### config.mk
export PLATFORM = sky130hd
export DESIGN_NAME = mem_wb_stage_flat
export DESIGN_NICKNAME = d
export VERILOG_FILES = /design/src/rtl/mem_wb_stage_if.sv /design/src/rtl/mem_wb_stage.sv /design/src/flat_wrapper.sv
export SDC_FILE = /design/constraint.sdc
export NUM_CORES = 1
export LEC_CHECK = 0
export ABC_CLOCK_PERIOD_IN_PS = 2100
export CORE_AREA = 2 2 121 123
export DETAILED_ROUTE_END_ITERATION = 16
export DIE_AREA = 0 0 123 125
export HOLD_SLACK_MARGIN = 0.06
export SYNTH_ARGS = -nofsm -noshare
export SYNTH_HDL_FRONTEND = slang
export SYNTH_SLANG_ARGS = --single-unit
### constraint.sdc
create_clock -name clk -period 2.1 [get_ports clk]
set_clock_uncertainty 0.2 [all_clocks]
set_input_delay 0.42 -clock clk [delete_from_list [all_inputs] [get_ports clk]]
set_output_delay 0.42 -clock clk [all_outputs]
set_load 0.01 [all_outputs]
### src/rtl/mem_wb_stage_if.sv
// MEM/WB boundary bundle: inputs from memoryStage plus writeback and
// stall/statistics outputs toward the register file and hazard control.
interface mem_wb_stage_if #(
    parameter int DATA_W     = 32,
    parameter int REG_ADDR_W = 5,
    parameter int CNT_W      = 16
);
    logic                  valid_in;
    logic                  RegWrite;
    logic                  MemtoReg;
    logic                  MemRead;
    logic                  MemWrite;
    logic                  hit;
    logic [DATA_W-1:0]     readdata;
    logic [DATA_W-1:0]     aluRsltt;
    logic [REG_ADDR_W-1:0] writeReg;
    logic                  memStall;
    logic                  wbValid;
    logic                  wbRegWrite;
    logic [REG_ADDR_W-1:0] wbReg;
    logic [DATA_W-1:0]     wbData;
    logic                  missError;
    logic [CNT_W-1:0]      missCount;
    logic [CNT_W-1:0]      stallCycles;

    modport slave (
        input  valid_in, RegWrite, MemtoReg, MemRead, MemWrite, hit,
               readdata, aluRsltt, writeReg,
        output memStall, wbValid, wbRegWrite, wbReg, wbData,
               missError, missCount, stallCycles
    );

    modport master (
        output valid_in, RegWrite, MemtoReg, MemRead, MemWrite, hit,
               readdata, aluRsltt, writeReg,
        input  memStall, wbValid, wbRegWrite, wbReg, wbData,
               missError, missCount, stallCycles
    );
endinterface

### src/rtl/mem_wb_stage.sv
// MEM/WB pipeline register with writeback select, data-miss stall FSM,
// miss timeout detection and saturating miss/stall statistics.
module mem_wb_stage #(
    parameter int DATA_W       = 32,
    parameter int REG_ADDR_W   = 5,
    parameter int MISS_TIMEOUT = 64,
    parameter int CNT_W        = 16
) (
    input  logic          clk,
    input  logic          rst_n,
    mem_wb_stage_if.slave bus
);
    localparam int TMR_W = $clog2(MISS_TIMEOUT + 1);
    localparam logic [TMR_W-1:0] TMR_LIMIT = TMR_W'(MISS_TIMEOUT);

    typedef enum logic [1:0] {RUN, MISS, ERR} state_t;

    state_t                state_q, state_d;
    logic [TMR_W-1:0]      timer_q, timer_d;
    logic                  wb_valid_q, wb_valid_d;
    logic                  wb_reg_write_q, wb_reg_write_d;
    logic [REG_ADDR_W-1:0] wb_reg_q, wb_reg_d;
    logic [DATA_W-1:0]     wb_data_q, wb_data_d;
    logic                  miss_error_q, miss_error_d;
    logic [CNT_W-1:0]      miss_count_q, miss_count_d;
    logic [CNT_W-1:0]      stall_cycles_q, stall_cycles_d;
    logic                  mem_access;
    logic                  stall;
    logic                  capture;

    function automatic logic [CNT_W-1:0] sat_inc(input logic [CNT_W-1:0] v);
        return (&v) ? v : v + 1'b1;
    endfunction

    assign mem_access = bus.valid_in & (bus.MemRead | bus.MemWrite);

    always_comb begin
        state_d      = state_q;
        timer_d      = timer_q;
        miss_error_d = miss_error_q;
        miss_count_d = miss_count_q;
        stall        = 1'b0;
        capture      = 1'b0;
        case (state_q)
            RUN: begin
                stall = mem_access & ~bus.hit;
                if (stall) begin
                    state_d      = MISS;
                    timer_d      = TMR_W'(1);
                    miss_count_d = sat_inc(miss_count_q);
                end else begin
                    capture = 1'b1;
                end
            end
            MISS: begin
                // Upstream is frozen, so the same instruction is still presented.
                stall = ~bus.hit;
                if (bus.hit) begin
                    capture = 1'b1;
                    state_d = RUN;
                    timer_d = '0;
                end else begin
                    timer_d = timer_q + 1'b1;
                    if (timer_d == TMR_LIMIT) begin
                        state_d      = ERR;
                        miss_error_d = 1'b1;
                    end
                end
            end
            ERR: begin
                stall = 1'b1;
            end
            default: begin
                state_d = RUN;
            end
        endcase

        stall_cycles_d = stall ? sat_inc(stall_cycles_q) : stall_cycles_q;

        if (capture) begin
            wb_valid_d     = bus.valid_in;
            wb_reg_write_d = bus.valid_in & bus.RegWrite & (bus.writeReg != '0);
            wb_reg_d       = bus.writeReg;
            wb_data_d      = bus.MemtoReg ? bus.readdata : bus.aluRsltt;
        end else begin
            wb_valid_d     = 1'b0;
            wb_reg_write_d = 1'b0;
            wb_reg_d       = wb_reg_q;
            wb_data_d      = wb_data_q;
        end
    end

    always_ff @(posedge clk or negedge rst_n) begin
        if (!rst_n) begin
            state_q        <= RUN;
            timer_q        <= '0;
            wb_valid_q     <= 1'b0;
            wb_reg_write_q <= 1'b0;
            wb_reg_q       <= '0;
            wb_data_q      <= '0;
            miss_error_q   <= 1'b0;
            miss_count_q   <= '0;
            stall_cycles_q <= '0;
        end else begin
            state_q        <= state_d;
            timer_q        <= timer_d;
            wb_valid_q     <= wb_valid_d;
            wb_reg_write_q <= wb_reg_write_d;
            wb_reg_q       <= wb_reg_d;
            wb_data_q      <= wb_data_d;
            miss_error_q   <= miss_error_d;
            miss_count_q   <= miss_count_d;
            stall_cycles_q <= stall_cycles_d;
        end
    end

    // Stall is forced low while reset is held so upstream is never frozen.
    assign bus.memStall    = rst_n & stall;
    assign bus.wbValid     = wb_valid_q;
    assign bus.wbRegWrite  = wb_reg_write_q;
    assign bus.wbReg       = wb_reg_q;
    assign bus.wbData      = wb_data_q;
    assign bus.missError   = miss_error_q;
    assign bus.missCount   = miss_count_q;
    assign bus.stallCycles = stall_cycles_q;
endmodule
### src/flat_wrapper.sv
// flat-port wrapper written by rule: the top's interface ports become plain ports
module mem_wb_stage_flat 
#(
    parameter int DATA_W       = 32,
    parameter int REG_ADDR_W   = 5,
    parameter int MISS_TIMEOUT = 64,
    parameter int CNT_W        = 16
)
  (clk, rst_n, bus_valid_in, bus_RegWrite, bus_MemtoReg, bus_MemRead, bus_MemWrite, bus_hit, bus_readdata, bus_aluRsltt, bus_writeReg, bus_memStall, bus_wbValid, bus_wbRegWrite, bus_wbReg, bus_wbData, bus_missError, bus_missCount, bus_stallCycles);
  mem_wb_stage_if #(.DATA_W(DATA_W), .REG_ADDR_W(REG_ADDR_W), .CNT_W(CNT_W)) bus_i ();
  input  logic clk;
  input  logic rst_n;
  input wire logic [$bits(bus_i.valid_in)-1:0] bus_valid_in;
  input wire logic [$bits(bus_i.RegWrite)-1:0] bus_RegWrite;
  input wire logic [$bits(bus_i.MemtoReg)-1:0] bus_MemtoReg;
  input wire logic [$bits(bus_i.MemRead)-1:0] bus_MemRead;
  input wire logic [$bits(bus_i.MemWrite)-1:0] bus_MemWrite;
  input wire logic [$bits(bus_i.hit)-1:0] bus_hit;
  input wire logic [$bits(bus_i.readdata)-1:0] bus_readdata;
  input wire logic [$bits(bus_i.aluRsltt)-1:0] bus_aluRsltt;
  input wire logic [$bits(bus_i.writeReg)-1:0] bus_writeReg;
  output wire logic [$bits(bus_i.memStall)-1:0] bus_memStall;
  output wire logic [$bits(bus_i.wbValid)-1:0] bus_wbValid;
  output wire logic [$bits(bus_i.wbRegWrite)-1:0] bus_wbRegWrite;
  output wire logic [$bits(bus_i.wbReg)-1:0] bus_wbReg;
  output wire logic [$bits(bus_i.wbData)-1:0] bus_wbData;
  output wire logic [$bits(bus_i.missError)-1:0] bus_missError;
  output wire logic [$bits(bus_i.missCount)-1:0] bus_missCount;
  output wire logic [$bits(bus_i.stallCycles)-1:0] bus_stallCycles;
  assign bus_i.valid_in = bus_valid_in;
  assign bus_i.RegWrite = bus_RegWrite;
  assign bus_i.MemtoReg = bus_MemtoReg;
  assign bus_i.MemRead = bus_MemRead;
  assign bus_i.MemWrite = bus_MemWrite;
  assign bus_i.hit = bus_hit;
  assign bus_i.readdata = bus_readdata;
  assign bus_i.aluRsltt = bus_aluRsltt;
  assign bus_i.writeReg = bus_writeReg;
  assign bus_memStall = bus_i.memStall;
  assign bus_wbValid = bus_i.wbValid;
  assign bus_wbRegWrite = bus_i.wbRegWrite;
  assign bus_wbReg = bus_i.wbReg;
  assign bus_wbData = bus_i.wbData;
  assign bus_missError = bus_i.missError;
  assign bus_missCount = bus_i.missCount;
  assign bus_stallCycles = bus_i.stallCycles;
  mem_wb_stage #(.DATA_W(DATA_W), .REG_ADDR_W(REG_ADDR_W), .MISS_TIMEOUT(MISS_TIMEOUT), .CNT_W(CNT_W)) u_core (.clk(clk), .rst_n(rst_n), .bus(bus_i));
endmodule
# After elaboration in Yosys (flattened, before gate mapping)
# Cells that the tools add are included.
totals:
  ff_bits: 81
  wordCells: 51
  inputBits: 77
classes:
  n_bitwise: 10
  mux: 14
  reduce_logical: 10
  addsub: 3
  eq_ne: 5
op_table:
  columns: ["op", "count"]
  rows:
  - ["adder 16 x 1 -> 16 bit (second input constant)", 2]
  - ["two-way mux 32 bit", 1]
  - ["AND reduction 16 bit", 2]
  - ["two-way mux 7 bit", 2]
  - ["case mux 7 bit (2 select lines)", 1]
  - ["AND reduction 3 bit", 3]
  - ["adder 7 x 1 -> 7 bit (second input constant)", 1]
  - ["equality test 7 bit (second input constant)", 1]
  - ["two-way mux 2 bit", 3]
  - ["case mux 2 bit (3 select lines)", 1]
  - ["AND 1 bit", 5]
  - ["nonzero test 5 bit", 1]
  - ["two-way mux 1 bit", 4]
  - ["NOT 1 bit", 4]
  - ["AND reduction 2 bit", 2]
  - ["inequality test 3 x 2 -> 1 bit (second input constant)", 1]
  - ["case mux 1 bit (3 select lines)", 1]
  - ["equality test 2 x 1 -> 1 bit (second input constant)", 1]
  - ["equality test 2 bit (second input constant)", 1]
  - ["logical NOT 2 bit", 1]
  - ["inequality test 2 x 1 -> 1 bit (second input constant)", 1]
  - ["case mux 1 bit (2 select lines)", 1]
  - ["nonzero test 2 bit", 1]
  - ["OR 1 bit", 1]

# Logic depth before layout (Yosys ltp)
# Gate-level depths: netlist (run 1).
logic_depth:
  depth_word: 6
  mapped_depth: 7
  ltp_nobuf: 6

# Worst setup path after synthesis (run 1)
# OpenSTA, ideal clock, no wires.
synth_path:
  path_kind: "reg-to-reg"
  from: "register u_core.miss_count_q[0], in the netlist u_core.bus.missCount[0]"
  to: "register u_core.miss_count_q[1], in the netlist u_core.bus.missCount[1]"
  synth_period_minus_slack_ps: 1942
  path_stages_with_launch: 7
  required_time_ps: 1775
  slack_ps: 158
  arrival_time_ps: 1617
  path_buffers: 1
  setup_time_ps: 125
  path_cell_list: "dfrtp_1 ha_1 nand2_1 or2_2 o21a_1 clkbuf_1 mux2_2"
synth_between:
  elab_chain_cells: 3
  word_cells_on_any_way: 4
  classes_between: "1 x add/sub; 1 x bitwise; 2 x reduce/logical"
synth_rtl:
  columns: ["element", "line_no", "text"]
  rows:
  - ["from (decl)", "mem_wb_stage.sv:25", "logic [CNT_W-1:0] miss_count_q, miss_count_d;"]
  - ["from (signal assigned)", "mem_wb_stage.sv:112", "miss_count_q <= miss_count_d;"]
  - ["parallel branches: the longest is 3 deep, another holds adder 16 x 1 -> 16 bit", null, null]
# Several ways; the timed one is not identified.
# A chain may end at the register's enable or synchronous reset.

# Worst setup path in the final report (run 1)
layout_path:
  from: "register u_core.state_q[0]"
  to: "output port bus_memStall"
layout_between:
  elab_chain_cells: 3
  word_cells_on_any_way: 5
  classes_between: "2 x eq/ne; 1 x mux; 1 x bitwise; 1 x reduce/logical"
layout_rtl:
  columns: ["element", "line_no", "text"]
  rows:
  - ["from (decl)", "mem_wb_stage.sv:18", "state_t state_q, state_d;"]
  - ["from (signal assigned)", "mem_wb_stage.sv:105", "state_q <= state_d;"]
  - ["equality test 2 bit (tied with other cells)", "mem_wb_stage.sv:44", "case (state_q)"]
  - ["case mux 1 bit (3 select lines) (*)", "mem_wb_stage.sv:44", null]
  - ["AND 1 bit (*)", "mem_wb_stage.sv:118", "assign bus.memStall = rst_n & stall;"]
  - ["to (decl)", "flat_wrapper.sv:22", "output wire logic [$bits(bus_i.memStall)-1:0] bus_memStall;"]
# Every way passes the cells marked *; elsewhere a longest branch is shown, timed or not.

==> impl_metrics.ini, run 1 <==
[status]
status = completed

[yosys]
synth_cells = 353
ys_ff_latch = 81
synth.area.top_cells = dfrtp_1 (54%), mux2i_1 (8.6%), o21ai_0 (5.8%), xnor2_1 (5.6%), nand2_1 (5.3%)
synthesis.nets = 433
synth-main-ff-cell = dfrtp_1
yosysTopAreaCell = dfrtp_1
synth_edf_count = 0
ys.warnings.count = 0
yosysSeqAreaShare_pct = 54.16
netlist_area_um2 = 3742
synthArstFlopShare_pct = 100.0
synth.distinct_cells = 38
avgSynthCellArea_um2 = 10.60
synth_top_cell_area_share_pct = 54.16

[clock_network]
htree_levels = 3
clock-sinks = 81
numCtsBuffers = 9
max-clock-path-buffers = 2
cts_tree = done
clk_pin_slew_ns = 0.06
insertion_delay_ns = 0.34
clock-root-buffer = clkbuf_16

[finish]
drive_gt1_share_pct = 13.65
fillers = 1368
utilization_pct = 42.94
syn2layout_area_growth_pct = 62.96
final_common_cell = clkdlybuf4s50_1
fin_nets = 618
final_cell_mix = clkdlybuf4s50_1 (142), dfrtp_1 (80), nand2_1 (52)
diodes = 0
final_cell_area_um2 = 6098

[setup_path]
required_ns = 1.48
critical_path_class = reg -> out
cp_data_arrival_time_ns = 1.40
critPathMaxFanout = 6
endpoint_kind = output pin
startpoint_type = register

[power_and_ir_drop]
ir_worst_vdd_v = 0.0002803
powerDensity_nw_per_um2 = 572.4
power.leakage_nw = 2.643

[die]
num_rows = 44
die_x_um = 123
io_pins = 150
dieArea_um2 = 15380
core_area_um2 = 14200
dieHeight_um = 125
initial_utilization_pct = 26.35

[grt]
antenna_found_initial = 0
grt_pass1_vias = 3299
grt_use_total_pct = 13.39
overflow = 0
grt_start_max_net_pins = 82
grt_pass1_wl_mm = 16.12

[timing]
setup_viol = 0
whs_ns = 0.2768
period_needed_ns = 2.016
fmax_mhz = 496.0
finalCritPeriodShare_pct = 96.01
relSlewSlack_pct = 70.89
worstMarginPinSlew_ns = 0.4367
hold_violations = 0
slew_viol_final = 0

[routing]
ant_nets = 0
drc = 0
post_drt_wl_per_cell_um = 14.21
drtPass1Iterations = 4
vias = 3266
vias_per_cell = 4.499
routed_wl_mm = 10.32
drtIter0Drc = 124

[hold_path]
hp-class = reg -> reg

[placement]
place_congestion = 0.7928
place_area_um2 = 5712
io_buffers = 149
dp_hpwl_mm = 7.688

[job]
maxCapViolations = 0
## routing by layer
metal | GRT usage, % | routed length (µm)
met1 | 16.40 | 4395
met4 | 5.214 | 176
met2 | 22.33 | 4866
met5 | 0 | 0
met3 | 3.558 | 880
## synth_stat cells (3+ instances only)
| cell type | number |
|---|---|
| inv_1 | 5 |
| nor2_1 | 13 |
| nand3_1 | 22 |
| nand4_1 | 10 |
| mux2i_1 | 32 |
| o21ai_0 | 43 |
| and2_1 | 5 |
| a21oi_1 | 3 |
| dfrtp_1 | 81 |
| clkbuf_1 | 10 |
| nand2_1 | 53 |
| o21a_1 | 3 |
| mux2_2 | 9 |
| xnor2_1 | 24 |
| ha_1 | 3 |
| and3_1 | 7 |
| xor2_1 | 5 |
## logic make-up after synthesis
group	Yosys count	share of synthesized area, %
AO/OA/AOI/OAI	56	8.492
flip-flops	81	54.16
adder cells (fa/ha/maj)	3	1.003
XOR/XNOR	29	6.787
buffers and inverters	18	2.039
multiplexers	41	11.27
AND/OR/NAND/NOR	125	16.25
## power breakdown
| group | switching, mW | internal [mW] | total (mW) |
|---|---|---|---|
| registers | 0 | 1.56 | 1.56 |
| clock network | 0.606 | 1.07 | 1.67 |
| logic | 0.0932 | 0.165 | 0.258 |
## path summary, 6_finish.rpt
check	start	end	slack, ns	cells past startpoint
worst max-delay path	u_core.state_q[0]$_DFFE_PN0P_	bus_memStall	0.08	4
worst min-delay path	u_core.bus.wbData[14]$_DFFE_PN0P_	u_core.bus.wbData[14]$_DFFE_PN0P_	0.28	2
worst max register to register	u_core.state_q[0]$_DFFE_PN0P_	u_core.bus.stallCycles[6]$_DFFE_PN0P_	0.10	9
worst min register to register	u_core.bus.wbData[14]$_DFFE_PN0P_	u_core.bus.wbData[14]$_DFFE_PN0P_	0.28	2
max in group asynchronous	rst_n	u_core.bus.wbData[10]$_DFFE_PN0P_	0.83	3
min in group asynchronous	rst_n	u_core.timer_q[1]$_DFFE_PN0P_	0.52	3
## stage by stage
stage	power (mW)	worst slack, ns	setup TNS [ns]	instances
floorplan	1.646	0.1581	0	353
global placement	1.848	-0.5769	-12.07	706
detailed placement	1.851	-0.5851	-12.30	706
CTS	3.554	0.01211	0	724
global route	3.650	-0.003445	-0.003445	726
finish	3.491	0.08376	0	726
## registers in the layout (all words and copies together) (netlist names)
register	count
u_core.bus.wbValid	1
u_core.bus.wbData	32
u_core.bus.missCount	16
u_core.bus.wbReg	5
u_core.bus.stallCycles	16
u_core.bus.missError	1
u_core.timer_q	7
u_core.bus.wbRegWrite	1
u_core.state_q	2
## cell type report
type	instances	area [µm²]	share of cell area, %
Tap cell	184	230.2	3.775
Clock buffer	12	246.5	4.042
Timing Repair Buffer	187	1834	30.08
Inverter	5	18.77	0.3078
Multi-Input combinational cell	254	1675	27.47
Sequential cell	81	2028	33.26
Clock inverter	3	65.06	1.067
## critical path, stage by stage (launching register included)
cell and delay [ns]:
dfrtp_2 0.44, and2_4 0.16, a221oi_4 0.19, and2_4 0.18, buf_6 0.09
## timing repair
item / 4_1_cts / 5_1_grt
pin swaps: 2 / 1
endpoints found under the setup margin: 1 / 13
hold buffers: 1 / 0
resized for setup: 11 / 7
setup buffers: 2 / 2
hold endpoints to repair: 81 / 0
Power figures use the tool's default switching activity.
==> run 2, diff against run 1 <==
Settings changed: CORE_AREA 2 2 121 123 to 2 2 105 107, DIE_AREA 0 0 123 125 to 0 0 107 109, PLACE_DENSITY set to 0.68.
==> run 2 against run 1 <==
Non-clock buffer count down 3. Hold slack gained 0.0022 ns. Die area is 24% lower. Clock-buffer cell count rose by 1. Wire length shrank 7.8%. Maximum frequency fell by 0.51%. Cell area is 3.7% lower. Largest cell class unchanged.
==> impl_metrics.ini, run 2 (synthesized netlist as in run 1, its figures left out) <==
[die]
core_area_um2 = 10600
initial_utilization_pct = 35.30
io_pins = 150
dieArea_um2 = 11660
dieHeight_um = 109
die_x_um = 107
num_rows = 38

[routing]
drtIter0Drc = 77
vias_per_cell = 4.801
drc = 0
vias = 3265
ant_nets = 0
post_drt_wl_per_cell_um = 13.99
drtPass1Iterations = 4
routed_wl_mm = 9.511

[clock_network]
cts_tree = done
clk_pin_slew_ns = 0.08
clock-root-buffer = clkbuf_8
post_cts_buffers = 0
clock-sinks = 81
max-clock-path-buffers = 2
numCtsBuffers = 9
insertion_delay_ns = 0.34
htree_levels = 3

[setup_path]
crit_chain = and2_4 > a221oi_4 > and2_1 > buf_2
reg2reg_from = u_core.bus.stallCycles[1]$_DFFE_PN0P_
worst_r2r_endpoint = u_core.bus.stallCycles[0]$_DFFE_PN0P_
critical_path_class = reg -> out
reg2reg_depth = 6
crit_slowest_cell = dfrtp_1
required_ns = 1.48
crit_start = u_core.state_q[0]$_DFFE_PN0P_
cp_data_arrival_time_ns = 1.41
endpoint_kind = output pin
startpoint_type = register
reg2reg_slack_ns = 0.11
critPathMaxFanout = 3
cpPeakStageDelay_ns = 0.40

[finish]
regArea_um2 = 2028
largest_register_ffs = 32
final_cell_mix = clkdlybuf4s50_1 (142), dfrtp_1 (80), nand2_1 (52)
multi_input_area_um2 = 1660
drive_gt1_share_pct = 12.78
fin_nets = 615
final_cells = 680
final_common_cell = clkdlybuf4s50_1
diodes = 0
fillers = 928
syn2layout_area_growth_pct = 57.00

[power_and_ir_drop]
powerDensity_nw_per_um2 = 511.6
power.leakage_nw = 2.556
ir_worst_vdd_v = 0.0003197
finalPower_mw = 3.006

[placement]
dp_cells = 663
io_buffers = 149
dp_hpwl_mm = 7.250
place_congestion = 0.7605
dp_slack_ns = -0.6287

[timing]
hold_violations = 0
relSlewSlack_pct = 71.89
fin_ws_ns = 0.07348
slew_viol_final = 0
fmax_mhz = 493.5
period_needed_ns = 2.027
worstMarginPinSlew_ns = 0.4216
setup_viol = 0
finalCritPeriodShare_pct = 96.50

[status]
status = completed

[hold_path]
hp-class = reg -> reg
holdPathStages = 1
hold_end = u_core.bus.missError$_DFFE_PN0P_
min_from = u_core.bus.missError$_DFFE_PN0P_

[grt]
grt_start_max_net_pins = 82
grt_use_total_pct = 16.59
grt_pass1_wl_mm = 15.32
grt_pass1_vias = 3284
antenna_found_initial = 0
overflow = 0

[job]
maxCapViolations = 0
## run 2: cell count changes in the layout (fill, tap and decap cells not counted), moves of 2 or more
cell       change
buf_6          -2
clkbuf_8       +8
clkbuf_1       +2
clkbuf_16      -9
## run 2: critical path, delay by kind of cell, from the launching register on
kind / cells / cell delay, ns
buf+inv: 1 / 0.12
flops: 1 / 0.40
compound gates: 1 / 0.22
simple gates: 2 / 0.33
## run 2: worst max path at each step
stage | end | slack [ns] | cells after the start
floorplan | u_core.bus.missCount[1]$_DFFE_PN0P_ | 0.16 | 6
global placement | bus_memStall | -0.64 | 5
detailed placement | bus_memStall | -0.63 | 5
CTS | bus_memStall | 0.005 | 4
global route | bus_memStall | -0.01 | 4
finish | bus_memStall | 0.07 | 4
## run 2: report_power, final
group / internal (mW) / switching (mW) / leakage, nW
registers: 1.56 / 0 / 1.11
clock network: 0.671 / 0.524 / 0.102
logic: 0.161 / 0.0914 / 1.35
## run 2: through the flow
step                utilization, %  hold slack, ns  area, µm²  setup TNS (ns)
detailed placement           53.30          0.2639       5652          -13.53
floorplan                        -        -0.07559       3742               0
global route                 55.42          0.3103       5876        -0.01230
global placement             53.30          0.2605       5652          -12.85
finish                       55.42          0.2790       5876               0
CTS                          55.26          0.2860       5859               0
## run 2: routing by layer
metal  track usage, %  up-vias  share of wire, %
met5                0        -                 0
met4            5.566        0              0.77
met2            27.39      122                48
met1            20.76     1542                43
met3            5.200        7               8.7
li1                 -     1594                 -
## run 2: repair_timing
action                                  CTS  global route
pin swaps                                 3             3
endpoints found under the hold margin    81             0
hold buffers                              1             0
gates resized for setup                  10             4
endpoints found under the setup margin    8             3
## run 2: final cells by class
class                      count  area share, %
inverter                       5         0.3194
clock buffer                  13          2.364
tap                          140          2.981
clock inverter                 3          1.107
sequential                    81          34.52
timing repair buffer         184          30.45
multi-input combinational    254          28.26
